$ cat src/rtl/axi_slave_pkg.sv
// Shared types for the burst memory slave: response codes and channel FSM states.
package axi_slave_pkg;

    typedef logic [1:0] resp_t;

    localparam resp_t OKAY   = 2'b00;
    localparam resp_t SLVERR = 2'b10;

    typedef enum logic [1:0] {R_IDLE, R_DATA, R_GAP} rd_state_t;

    typedef enum logic [1:0] {W_IDLE, W_DATA, W_RESP, W_GAP} wr_state_t;

    // Map an error condition onto the response code returned to the master.
    function automatic resp_t resp_of(input logic err);
        return err ? SLVERR : OKAY;
    endfunction

endpackage

$ cat src/rtl/slave_mem_core.sv
// Simple dual-port RAM, DEPTH x DATA_W: one registered read port (read-first
// against a same-cycle write) and one write port with byte enables.
module slave_mem_core #(
    parameter int ADDR_W = 8,
    parameter int DATA_W = 8
) (
    input  logic                  clk,
    input  logic                  rst,
    input  logic                  rd_en,
    input  logic [ADDR_W-1:0]     rd_addr,
    output logic [DATA_W-1:0]     rd_data,
    input  logic                  wr_en,
    input  logic [ADDR_W-1:0]     wr_addr,
    input  logic [DATA_W-1:0]     wr_data,
    input  logic [DATA_W/8-1:0]   wr_be
);

    localparam int DEPTH = 2**ADDR_W;
    localparam int NB    = DATA_W/8;

    logic [DATA_W-1:0] mem [DEPTH];

    // Byte-masked write port.
    // NOTE: the array has no reset branch; its contents survive rst and it maps onto plain RAM.
    always_ff @(posedge clk) begin
        if (wr_en) begin
            for (int b = 0; b < NB; b++) begin
                if (wr_be[b]) begin
                    mem[wr_addr][b*8 +: 8] <= wr_data[b*8 +: 8];
                end
            end
        end
    end

    // Registered read port; holds its value while rd_en is low.
    // NOTE: non-blocking assignments here and in the write block make a same-cycle read see the old word.
    always_ff @(posedge clk) begin
        if (rst) begin
            rd_data <= '0;
        end else if (rd_en) begin
            rd_data <= mem[rd_addr];
        end
    end

endmodule

$ cat src/rtl/axi_burst_slave_mem.sv
// Burst memory slave with independent read (AR/R) and write (AW/W/B) channels,
// a programmable post-burst gap per channel and SLVERR reporting for
// out-of-range beats and write length mismatches.
// Optional feature: define SLAVE_WSTRB_EN to add the WSTRB byte-strobe input.
module axi_burst_slave_mem
    import axi_slave_pkg::*;
#(
    parameter int ADDR_W = 8,
    parameter int DATA_W = 8,
    parameter int ID_W   = 4,
    parameter int LEN_W  = 4,
    parameter int DLY_W  = 5
) (
    input  logic                clk,
    input  logic                rst,
    // read address channel
    input  logic                ARVALID,
    output logic                ARREADY,
    input  logic [ID_W-1:0]     ARID,
    input  logic [ADDR_W:0]     ARADDR,
    input  logic [LEN_W-1:0]    ARLEN,
    // read data channel
    output logic                RVALID,
    input  logic                RREADY,
    output logic [ID_W-1:0]     RID,
    output logic [DATA_W-1:0]   RDATA,
    output logic [1:0]          RRESP,
    output logic                RLAST,
    // write address channel
    input  logic                AWVALID,
    output logic                AWREADY,
    input  logic [ID_W-1:0]     AWID,
    input  logic [ADDR_W:0]     AWADDR,
    input  logic [LEN_W-1:0]    AWLEN,
    // write data channel
    input  logic                WVALID,
    output logic                WREADY,
    input  logic [DATA_W-1:0]   WDATA,
`ifdef SLAVE_WSTRB_EN
    input  logic [DATA_W/8-1:0] WSTRB,
`endif
    input  logic                WLAST,
    // write response channel
    output logic                BVALID,
    input  logic                BREADY,
    output logic [ID_W-1:0]     BID,
    output logic [1:0]          BRESP,
    // misc
    input  logic [DLY_W-1:0]    DELAY,
    output logic                RIDLE,
    output logic                WIDLE
);

    localparam int NB  = DATA_W/8;
    localparam int AW2 = ADDR_W + 2;   // one spare bit so ADDR + beat never wraps

    // ---------------- read channel state ----------------
    rd_state_t          r_state;
    logic [ADDR_W:0]    r_addr;
    logic [LEN_W-1:0]   r_len;
    logic [LEN_W-1:0]   r_beat;
    logic [DLY_W-1:0]   r_dly;
    logic [DLY_W-1:0]   r_gap;
    logic               r_oor;
    logic [AW2-1:0]     r_next_addr;
    logic               r_next_oor;
    logic               ar_hs;
    logic               r_hs;

    // ---------------- write channel state ----------------
    wr_state_t          w_state;
    logic [ID_W-1:0]    w_id;
    logic [ADDR_W:0]    w_addr;
    logic [LEN_W-1:0]   w_len;
    logic [LEN_W:0]     w_beat;       // one extra bit to survive overlong bursts
    logic [DLY_W-1:0]   w_dly;
    logic [DLY_W-1:0]   w_gap;
    logic               w_err;
    logic [AW2-1:0]     w_cur_addr;
    logic               w_cur_oor;
    logic               aw_hs;
    logic               w_hs;

    // ---------------- memory ports ----------------
    logic                mem_rd_en;
    logic [ADDR_W-1:0]   mem_rd_addr;
    logic [DATA_W-1:0]   mem_rd_data;
    logic                mem_wr_en;
    logic [ADDR_W-1:0]   mem_wr_addr;
    logic [NB-1:0]       mem_wr_be;

    assign ar_hs = ARVALID && ARREADY;
    assign r_hs  = RVALID && RREADY;
    assign aw_hs = AWVALID && AWREADY;
    assign w_hs  = WVALID && WREADY;

    assign r_next_addr = {1'b0, r_addr} + AW2'(r_beat) + AW2'(1);
    assign r_next_oor  = (r_next_addr[AW2-1:ADDR_W] != 2'b00);
    assign w_cur_addr  = {1'b0, w_addr} + AW2'(w_beat);
    assign w_cur_oor   = (w_cur_addr[AW2-1:ADDR_W] != 2'b00);

    assign RIDLE = (r_state == R_IDLE);
    assign WIDLE = (w_state == W_IDLE);

    // Out-of-range beats return zero regardless of what the RAM port holds.
    assign RDATA = r_oor ? '0 : mem_rd_data;

    // Fetch beat 0 on the AR handshake and each following beat on an R handshake.
    assign mem_rd_en   = !rst && (((r_state == R_IDLE) && ar_hs) ||
                                  ((r_state == R_DATA) && r_hs && !RLAST));
    assign mem_rd_addr = (r_state == R_IDLE) ? ARADDR[ADDR_W-1:0] : r_next_addr[ADDR_W-1:0];

    // Write port: only in-range beats of an active burst reach the RAM.
    // NOTE: every output of this always_comb gets a default first, so no latch is inferred.
    always_comb begin
        mem_wr_en   = 1'b0;
        mem_wr_addr = w_cur_addr[ADDR_W-1:0];
        if (!rst && (w_state == W_DATA) && w_hs && !w_cur_oor) begin
            mem_wr_en = 1'b1;
        end
`ifdef SLAVE_WSTRB_EN
        mem_wr_be = WSTRB;
`else
        mem_wr_be = '1;
`endif
    end

    slave_mem_core #(
        .ADDR_W (ADDR_W),
        .DATA_W (DATA_W)
    ) u_mem (
        .clk     (clk),
        .rst     (rst),
        .rd_en   (mem_rd_en),
        .rd_addr (mem_rd_addr),
        .rd_data (mem_rd_data),
        .wr_en   (mem_wr_en),
        .wr_addr (mem_wr_addr),
        .wr_data (WDATA),
        .wr_be   (mem_wr_be)
    );

    // Read FSM: accept AR, stream LEN+1 beats, then wait out the gap.
    always_ff @(posedge clk) begin
        if (rst) begin
            r_state <= R_IDLE;
            ARREADY <= 1'b0;
            RVALID  <= 1'b0;
            RLAST   <= 1'b0;
            RRESP   <= OKAY;
            RID     <= '0;
            r_oor   <= 1'b0;
            r_addr  <= '0;
            r_len   <= '0;
            r_beat  <= '0;
            r_dly   <= '0;
            r_gap   <= '0;
        end else begin
            case (r_state)
                R_IDLE: begin
                    ARREADY <= 1'b1;
                    if (ar_hs) begin
                        ARREADY <= 1'b0;
                        RID     <= ARID;
                        r_addr  <= ARADDR;
                        r_len   <= ARLEN;
                        r_dly   <= DELAY;
                        r_beat  <= '0;
                        RVALID  <= 1'b1;
                        RLAST   <= (ARLEN == '0);
                        RRESP   <= resp_of(ARADDR[ADDR_W]);
                        r_oor   <= ARADDR[ADDR_W];
                        r_state <= R_DATA;
                    end
                end
                R_DATA: begin
                    if (r_hs) begin
                        if (RLAST) begin
                            RVALID <= 1'b0;
                            RLAST  <= 1'b0;
                            RRESP  <= OKAY;
                            r_oor  <= 1'b0;
                            if (r_dly == '0) begin
                                ARREADY <= 1'b1;
                                r_state <= R_IDLE;
                            end else begin
                                r_gap   <= r_dly;
                                r_state <= R_GAP;
                            end
                        end else begin
                            r_beat <= r_beat + LEN_W'(1);
                            RLAST  <= ((r_beat + LEN_W'(1)) == r_len);
                            RRESP  <= resp_of(r_next_oor);
                            r_oor  <= r_next_oor;
                        end
                    end
                end
                R_GAP: begin
                    if (r_gap == DLY_W'(1)) begin
                        ARREADY <= 1'b1;
                        r_state <= R_IDLE;
                    end else begin
                        r_gap <= r_gap - DLY_W'(1);
                    end
                end
                default: r_state <= R_IDLE;
            endcase
        end
    end

    // Write FSM: accept AW, absorb beats up to WLAST, answer on B, then wait out the gap.
    always_ff @(posedge clk) begin
        if (rst) begin
            w_state <= W_IDLE;
            AWREADY <= 1'b0;
            WREADY  <= 1'b0;
            BVALID  <= 1'b0;
            BID     <= '0;
            BRESP   <= OKAY;
            w_id    <= '0;
            w_addr  <= '0;
            w_len   <= '0;
            w_beat  <= '0;
            w_dly   <= '0;
            w_gap   <= '0;
            w_err   <= 1'b0;
        end else begin
            case (w_state)
                W_IDLE: begin
                    AWREADY <= 1'b1;
                    if (aw_hs) begin
                        AWREADY <= 1'b0;
                        WREADY  <= 1'b1;
                        w_id    <= AWID;
                        w_addr  <= AWADDR;
                        w_len   <= AWLEN;
                        w_dly   <= DELAY;
                        w_beat  <= '0;
                        w_err   <= 1'b0;
                        w_state <= W_DATA;
                    end
                end
                W_DATA: begin
                    if (w_hs) begin
                        if (WLAST) begin
                            WREADY  <= 1'b0;
                            BVALID  <= 1'b1;
                            BID     <= w_id;
                            BRESP   <= resp_of(w_err || w_cur_oor || (w_beat != {1'b0, w_len}));
                            w_state <= W_RESP;
                        end else begin
                            w_beat <= w_beat + (LEN_W+1)'(1);
                            // a non-final beat at or past index LEN means too many beats
                            if (w_cur_oor || (w_beat >= {1'b0, w_len})) begin
                                w_err <= 1'b1;
                            end
                        end
                    end
                end
                W_RESP: begin
                    if (BVALID && BREADY) begin
                        BVALID <= 1'b0;
                        if (w_dly == '0) begin
                            AWREADY <= 1'b1;
                            w_state <= W_IDLE;
                        end else begin
                            w_gap   <= w_dly;
                            w_state <= W_GAP;
                        end
                    end
                end
                W_GAP: begin
                    if (w_gap == DLY_W'(1)) begin
                        AWREADY <= 1'b1;
                        w_state <= W_IDLE;
                    end else begin
                        w_gap <= w_gap - DLY_W'(1);
                    end
                end
                default: w_state <= W_IDLE;
            endcase
        end
    end

endmodule
$ cat config.mk
export PLATFORM = sky130hd
export DESIGN_NAME = axi_burst_slave_mem
export DESIGN_NICKNAME = d
export VERILOG_FILES = /design/src/rtl/axi_slave_pkg.sv /design/src/rtl/slave_mem_core.sv /design/src/rtl/axi_burst_slave_mem.sv
export SDC_FILE = /design/constraint.sdc
export NUM_CORES = 2
export LEC_CHECK = 0
export BUFFER_PORTS_ARGS = -buffer_cell sky130_fd_sc_hd__buf_2
export CORE_MARGIN = 4
export CORE_UTILIZATION = 50
export CTS_BUF_LIST = sky130_fd_sc_hd__clkbuf_16
export CTS_CLUSTER_SIZE = 10
export DETAILED_ROUTE_END_ITERATION = 8
export PLACE_DENSITY_LB_ADDON = 0.15
export RECOVER_POWER = 50
export SYNTH_ARGS = -nofsm -noshare
export SYNTH_HDL_FRONTEND = slang
export SYNTH_HIERARCHICAL = 1
export SYNTH_SLANG_ARGS = --single-unit
$ cat constraint.sdc
create_clock -name clk -period 4.9 [get_ports clk]
set_input_delay 0.245 -clock clk [delete_from_list [all_inputs] [get_ports clk]]
set_output_delay 0.245 -clock clk [all_outputs]
set_load 0.01 [all_outputs]
* Yosys cells after proc, flatten, opt, wreduce, memory -nomap -nowiden
Memory sizes are Yosys's and may differ from the RTL's. A register that Yosys moved wholly into a read port is not among the register bits.
Index checks and enable logic that the tools add are counted.
Widths: inputs -> output; s select.
** Storage, ports and cells
- Register bits after elaboration :: 83
- RAM bits :: 2048
- Output and inout bits :: 28
- Memories :: 1
** Memories
- u_mem.mem :: words 256, width 8, rd ports 1, clocked after Yosys merged registers in 1, write ports 1, RTL line slave_mem_core.sv:21 : logic [DATA_W-1:0] mem [DEPTH];
** Cells by class
- $add $sub $neg :: 7
- Magnitude comparators :: 1
- Eq/ne operators :: 27
- Muxes and demuxes :: 78
- Reduce and logical (&&, ||, !) cells :: 49
** Operator list (count)
- $mux 5 :: 10
- $mux 2 :: 17
- $reduce_and 4->1 :: 8
- $mux 1 :: 31
- $pmux 5 s2 :: 3
- $ne 2x2->1 const B :: 14
- $reduce_and 5->1 :: 4
- $mux 8 :: 2
- $reduce_bool 2->1 :: 7
- $logic_and 1x1->1 :: 12
- $mux 4 :: 3
- $pmux 1 s2 :: 6
- $add 10x1->10 const B :: 1
- $add 9x4->10 :: 1
- $add 9x5->10 :: 1
- $eq 5x1->1 const B :: 2
- $logic_not 5->1 :: 2
- $sub 5x1->5 const B :: 2
- $ne 2x1->1 const B :: 4
- $pmux 2 s4 :: 1
- $pmux 4 s2 :: 1
- $eq 2x2->1 const B :: 3
- $pmux 1 s3 :: 2
- $pmux 2 s3 :: 1
- 14 further kinds :: 24

* Longest topological paths before layout
- Word-level depth :: 7
- Depth in mapped cells :: 19
- Gate-level depth less buffers :: 16

* Modules after synthesis
The synthesis kept the hierarchy.
** By module, submodules not included
- slave_mem_core :: instances 1, cells each 3900, area an instance 80526.0 um^2
- axi_burst_slave_mem :: instances 1, cells each 559, area an instance 4282.9 um^2

* Least setup slack after synthesis
OpenSTA, ideal clock, no wires.
- Path type :: register to register
- From :: register w_beat[0]
- To :: memory u_mem.mem[112][0] (enable)
- Data arrival time :: 3.111 ns
- Required time :: 4.530 ns
- Path slack :: 1.419 ns
- Cell stages (with the launch flop) :: 14
- Path buffers :: 3
- Period minus slack after synthesis :: 3.481 ns
- Cells stage by stage :: dfxtp_1 > ha_1 > inv_1 > fa_1 > nor2b_1 > o31a_1 > o21ai_0 > o31ai_1 > and2_1 > clkbuf_1 > buf_1 > nand3_1 > clkbuf_1 > nor2_1
** Between the ends
- Cells in the longest elaborated chain, start to end :: 7
** Ends and longest elaborated chain
- from (decl) :: RTL line axi_burst_slave_mem.sv:75 : logic [LEN_W:0] w_beat;
- from (signal assigned) :: RTL line axi_burst_slave_mem.sv:252 : w_beat <= w_beat + (LEN_W+1)'(1);
- $add 9x5->10 :: RTL line axi_burst_slave_mem.sv:99 : assign w_cur_addr = {1'b0, w_addr} + AW2'(w_beat);
- $reduce_bool 2->1 :: RTL line axi_burst_slave_mem.sv:100 : assign w_cur_oor = (w_cur_addr[AW2-1:ADDR_W] != 2'b00);
- $logic_not 1->1 :: RTL line axi_burst_slave_mem.sv:118 : if (!rst && (w_state == W_DATA) && w_hs && !w_cur_oor) begin
- $logic_and 1x1->1 :: RTL line axi_burst_slave_mem.sv:118
- $mux 1 :: RTL line axi_burst_slave_mem.sv:118
- named net mem_wr_en :: RTL line axi_burst_slave_mem.sv:88 : logic mem_wr_en;
- $mux 1 :: RTL line slave_mem_core.sv:26 : if (wr_en) begin
- $mux 1 (implied by the code) :: RTL line slave_mem_core.sv:29 : mem[wr_addr][b*8 +: 8] <= wr_data[b*8 +: 8];
- to (decl) :: RTL line slave_mem_core.sv:21
The timed path passes the listed nets, and every way through them passes these cells.

* Worst setup path in the final report
- From :: register r_beat[0]
- To :: register u_mem.rd_data[7] (read register of u_mem.mem)
** Between the ends
- Cells in the longest elaborated chain, start to end :: 3
** Ends and longest elaborated chain
- from (decl) :: RTL line axi_burst_slave_mem.sv:61 : logic [LEN_W-1:0] r_beat;
- from (signal assigned) :: RTL line axi_burst_slave_mem.sv:191 : r_beat <= r_beat + LEN_W'(1);
- $add 9x4->10 :: RTL line axi_burst_slave_mem.sv:97 : assign r_next_addr = {1'b0, r_addr} + AW2'(r_beat) + AW2'(1);
- $add 10x1->10 :: RTL line axi_burst_slave_mem.sv:97
- $mux 8 :: RTL line axi_burst_slave_mem.sv:111 : assign mem_rd_addr = (r_state == R_IDLE) ? ARADDR[ADDR_W-1:0] : r_next_addr[ADDR_W-1:0];
- named net mem_rd_addr[4] :: RTL line axi_burst_slave_mem.sv:86 : logic [ADDR_W-1:0] mem_rd_addr;
- to (decl) :: RTL line slave_mem_core.sv:11 : output logic [DATA_W-1:0] rd_data,
The timed path passes the listed nets, and every way through them passes these cells.
A chain may end at the register's enable or synchronous reset.

==> impl_metrics.ini <==
[floorplan]
core_area_mm2 = 0.168
die-area_mm2 = 0.176
die_w_um = 420
core.rowCount = 150
fp.dieH_um = 420
ios = 83
initial_core_util = 0.505

[timing]
slew_violations = 1503
clock-skew-final_ps = 55.0
fin_hold_ws_ps = 140
post-route-period-util = 0.954
finalHoldViolations = 0
worst_slew_pin_slew_ps = 4900
period_needed_ps = 4670
setup_viol = 0
rsz0062_at_grt = no
setup_ws_ps = 226
max-slew-margin-rel = -2.27
tns_ps = 0
clock.fmax_mhz = 214

[setup_path]
cp.required_ps = 5670
crit_path_start_kind = flop
crit_type = flop to flop
crit_path_max_fanout = 15
end_kind = flop
cp.arrival_ps = 5450

[grt]
grt_pass1_vias = 45536
grt_usage = 0.280
grt_pass1_wl_um = 348000
gr-total-overflow = 0
antenna_found_initial = 6
grt_max_degree = 141

[detailed_routing]
dr.pass1.iters = 7
vias = 46995
vias_per_cell = 6.40
routedWlPerCell_um = 33.5
drc = 0
wl_um = 246000
drtAntennaViolNets = 0
drt_first_iter_violations = 6546

[synthesis]
synth_seq_cells = 2136
synth_top_area_cell = edfxtp_1
synth-edff-count = 2048
synth_common_cells = edfxtp_1 (2048), mux4_2 (355), nor2_1 (349), mux2i_1 (265), nand2_1 (208)
synth_area_leaders = edfxtp_1 (73%), mux4_2 (9.4%), mux2i_1 (3.1%)
synth_warnings = 6
ys_async_sr_fraction = 0
synth_area_per_cell_um2 = 19.0
synth-main-ff-cell = edfxtp_1
ys_types = 93
ys_seq_area_frac = 0.746
syn_area_mm2 = 0.0848
synthMostInstantiatedCell = edfxtp_1
synth_top_area_share = 0.725
synth_cells = 4459

[cells_and_area]
areaGrowthSynthToFinish_pct = 14.4
fin_nets = 5122
fin_util = 0.577
final_area_mm2 = 0.0970
layoutNonFillerInstCount = 7341
layout-drive-gt1-share = 0.232

[clock_tree]
clock_path_buffers = 3
cts_tree = done
cts_root_buf = clkbuf_16
cts.sinks = 2136
cts_buffers = 235
htree_levels = 4
clk_latency_ps = 860
cts.clk_slew.worst_paths_ps = 60

[place]
gp_congestion = 0.951
place_area_mm2 = 0.0900
dp_hpwl_um = 159000
dp_cells = 6947
dp_slack_ps = 136
port_buffers = 80

[outcome]
violations = max-capacitance violations, max-slew violations
status = finished with violations

[power_and_ir_drop]
irDropWorstVdd_mv = 0.399
power_density_mw_per_mm2 = 406
power_leakage_nw = 32.1
total_power_mw = 39.3

[flow_run]
drv_cap = 14

[hold_path]
hold_class = input port to flop
==> logic make-up (layout without fill, tap and decap cells) <==
group,after synthesis,in the layout,synth area share
DFF,2136,2136,0.746
and+or+nand+nor,774,774,0.0400
muxes,666,666,0.139
AOI/OAI and AO/OA,544,544,0.0440
buffers and inverters,294,963,0.0255
adders and majority gates,25,25,0.00387
xor gates and xnor gates,18,18,0.00186
other,2,11,0.0000886
==> critical path, cell delays in order (launching register included) <==
cell       delay [ps]
dfxtp_1           340
inv_1             110
ha_1              180
inv_1              60
fa_1              410
a21o_1            170
a21oi_1           300
xor2_1            160
o21ai_4           340
buf_4             300
nor2b_4           440
buf_4             440
a22o_1            220
a2111oi_0          90
buf_4             200
a2111oi_1         380
o2111ai_1         210
o211ai_1          210
==> cells in the final DEF, fill, tap and decap left out, types with 8 or more instances in the layout <==
| cell type | count |
|---|---|
| inv_1 | 87 |
| nand3_1 | 52 |
| a22oi_1 | 60 |
| mux4_2 | 355 |
| a22o_1 | 15 |
| nand2b_1 | 11 |
| nand4_1 | 20 |
| and3_1 | 9 |
| mux2i_1 | 265 |
| o221ai_1 | 47 |
| o21ai_0 | 51 |
| nor3_1 | 35 |
| xnor2_1 | 10 |
| nor2b_1 | 24 |
| ha_1 | 23 |
| diode_2 | 8 |
| xor2_1 | 8 |
| nor4_1 | 13 |
| buf_4 | 435 |
| nand2_1 | 208 |
| dfxtp_1 | 88 |
| clkbuf_1 | 20 |
| a31oi_1 | 14 |
| nor2_1 | 349 |
| edfxtp_1 | 2048 |
| buf_12 | 26 |
| buf_2 | 59 |
| a211oi_1 | 28 |
| mux4_1 | 40 |
| dlygate4sd3_1 | 57 |
| clkbuf_2 | 12 |
| o22ai_1 | 98 |
| clkbuf_16 | 235 |
| a21oi_1 | 125 |
| or3_1 | 9 |
| clkinv_1 | 11 |
| clkinv_16 | 8 |
| a2111oi_0 | 20 |
==> cell type report <==
type / count / area (um^2)
multi-input combinational: 2030 / 19500
timing repair buffer: 611 / 4800
fill: 12456 / 71000
tap: 2204 / 2760
clock inverter: 89 / 647
sequential: 2136 / 63300
clock buffer: 235 / 5880
antenna: 8 / 20.0
inverter: 28 / 108
==> flip-flops by register name (all words and copies together), names as in the netlist, 5 cells and up <==
signal / cells
r_addr: 9
r_dly: 5
r_gap: 5
u_mem/mem: 2048
u_mem/rd_data: 8
w_addr: 9
w_beat: 5
w_dly: 5
w_gap: 5
==> per-layer routing <==
layer  part of all wire  GRT usage
met1               0.40      0.405
met2               0.46      0.421
met3               0.10     0.0626
met4              0.043      0.106
met5            0.00011          0
==> worst paths after layout <==
kind                                 start                            end  slack (ps)  cells past startpoint
max                 r_beat[0]$_SDFFE_PP0P_  u_mem/rd_data[7]$_SDFFE_PP0P_         230                     17
min                                    rst            BID[3]$_SDFFE_PP0P_         140                      3
max reg2reg         r_beat[0]$_SDFFE_PP0P_  u_mem/rd_data[7]$_SDFFE_PP0P_         230                     17
min reg2reg  u_mem/rd_data[5]$_SDFFE_PP0P_  u_mem/rd_data[5]$_SDFFE_PP0P_         450                      2
==> what timing repair did <==
item	4_1_cts	5_1_grt
setup endpoints to repair	0	5
hold buffers	57	0
endpoints found under the hold margin	67	0
gates resized for setup	0	6
buffers inserted	0	5
==> where the power goes <==
group	switching, mW	total, mW	internal, mW
Sequential	0.0508	20.1	20.1
Clock	6.78	15.3	8.56
Combinational	2.51	3.86	1.35
(Power assumes the default switching activity.)
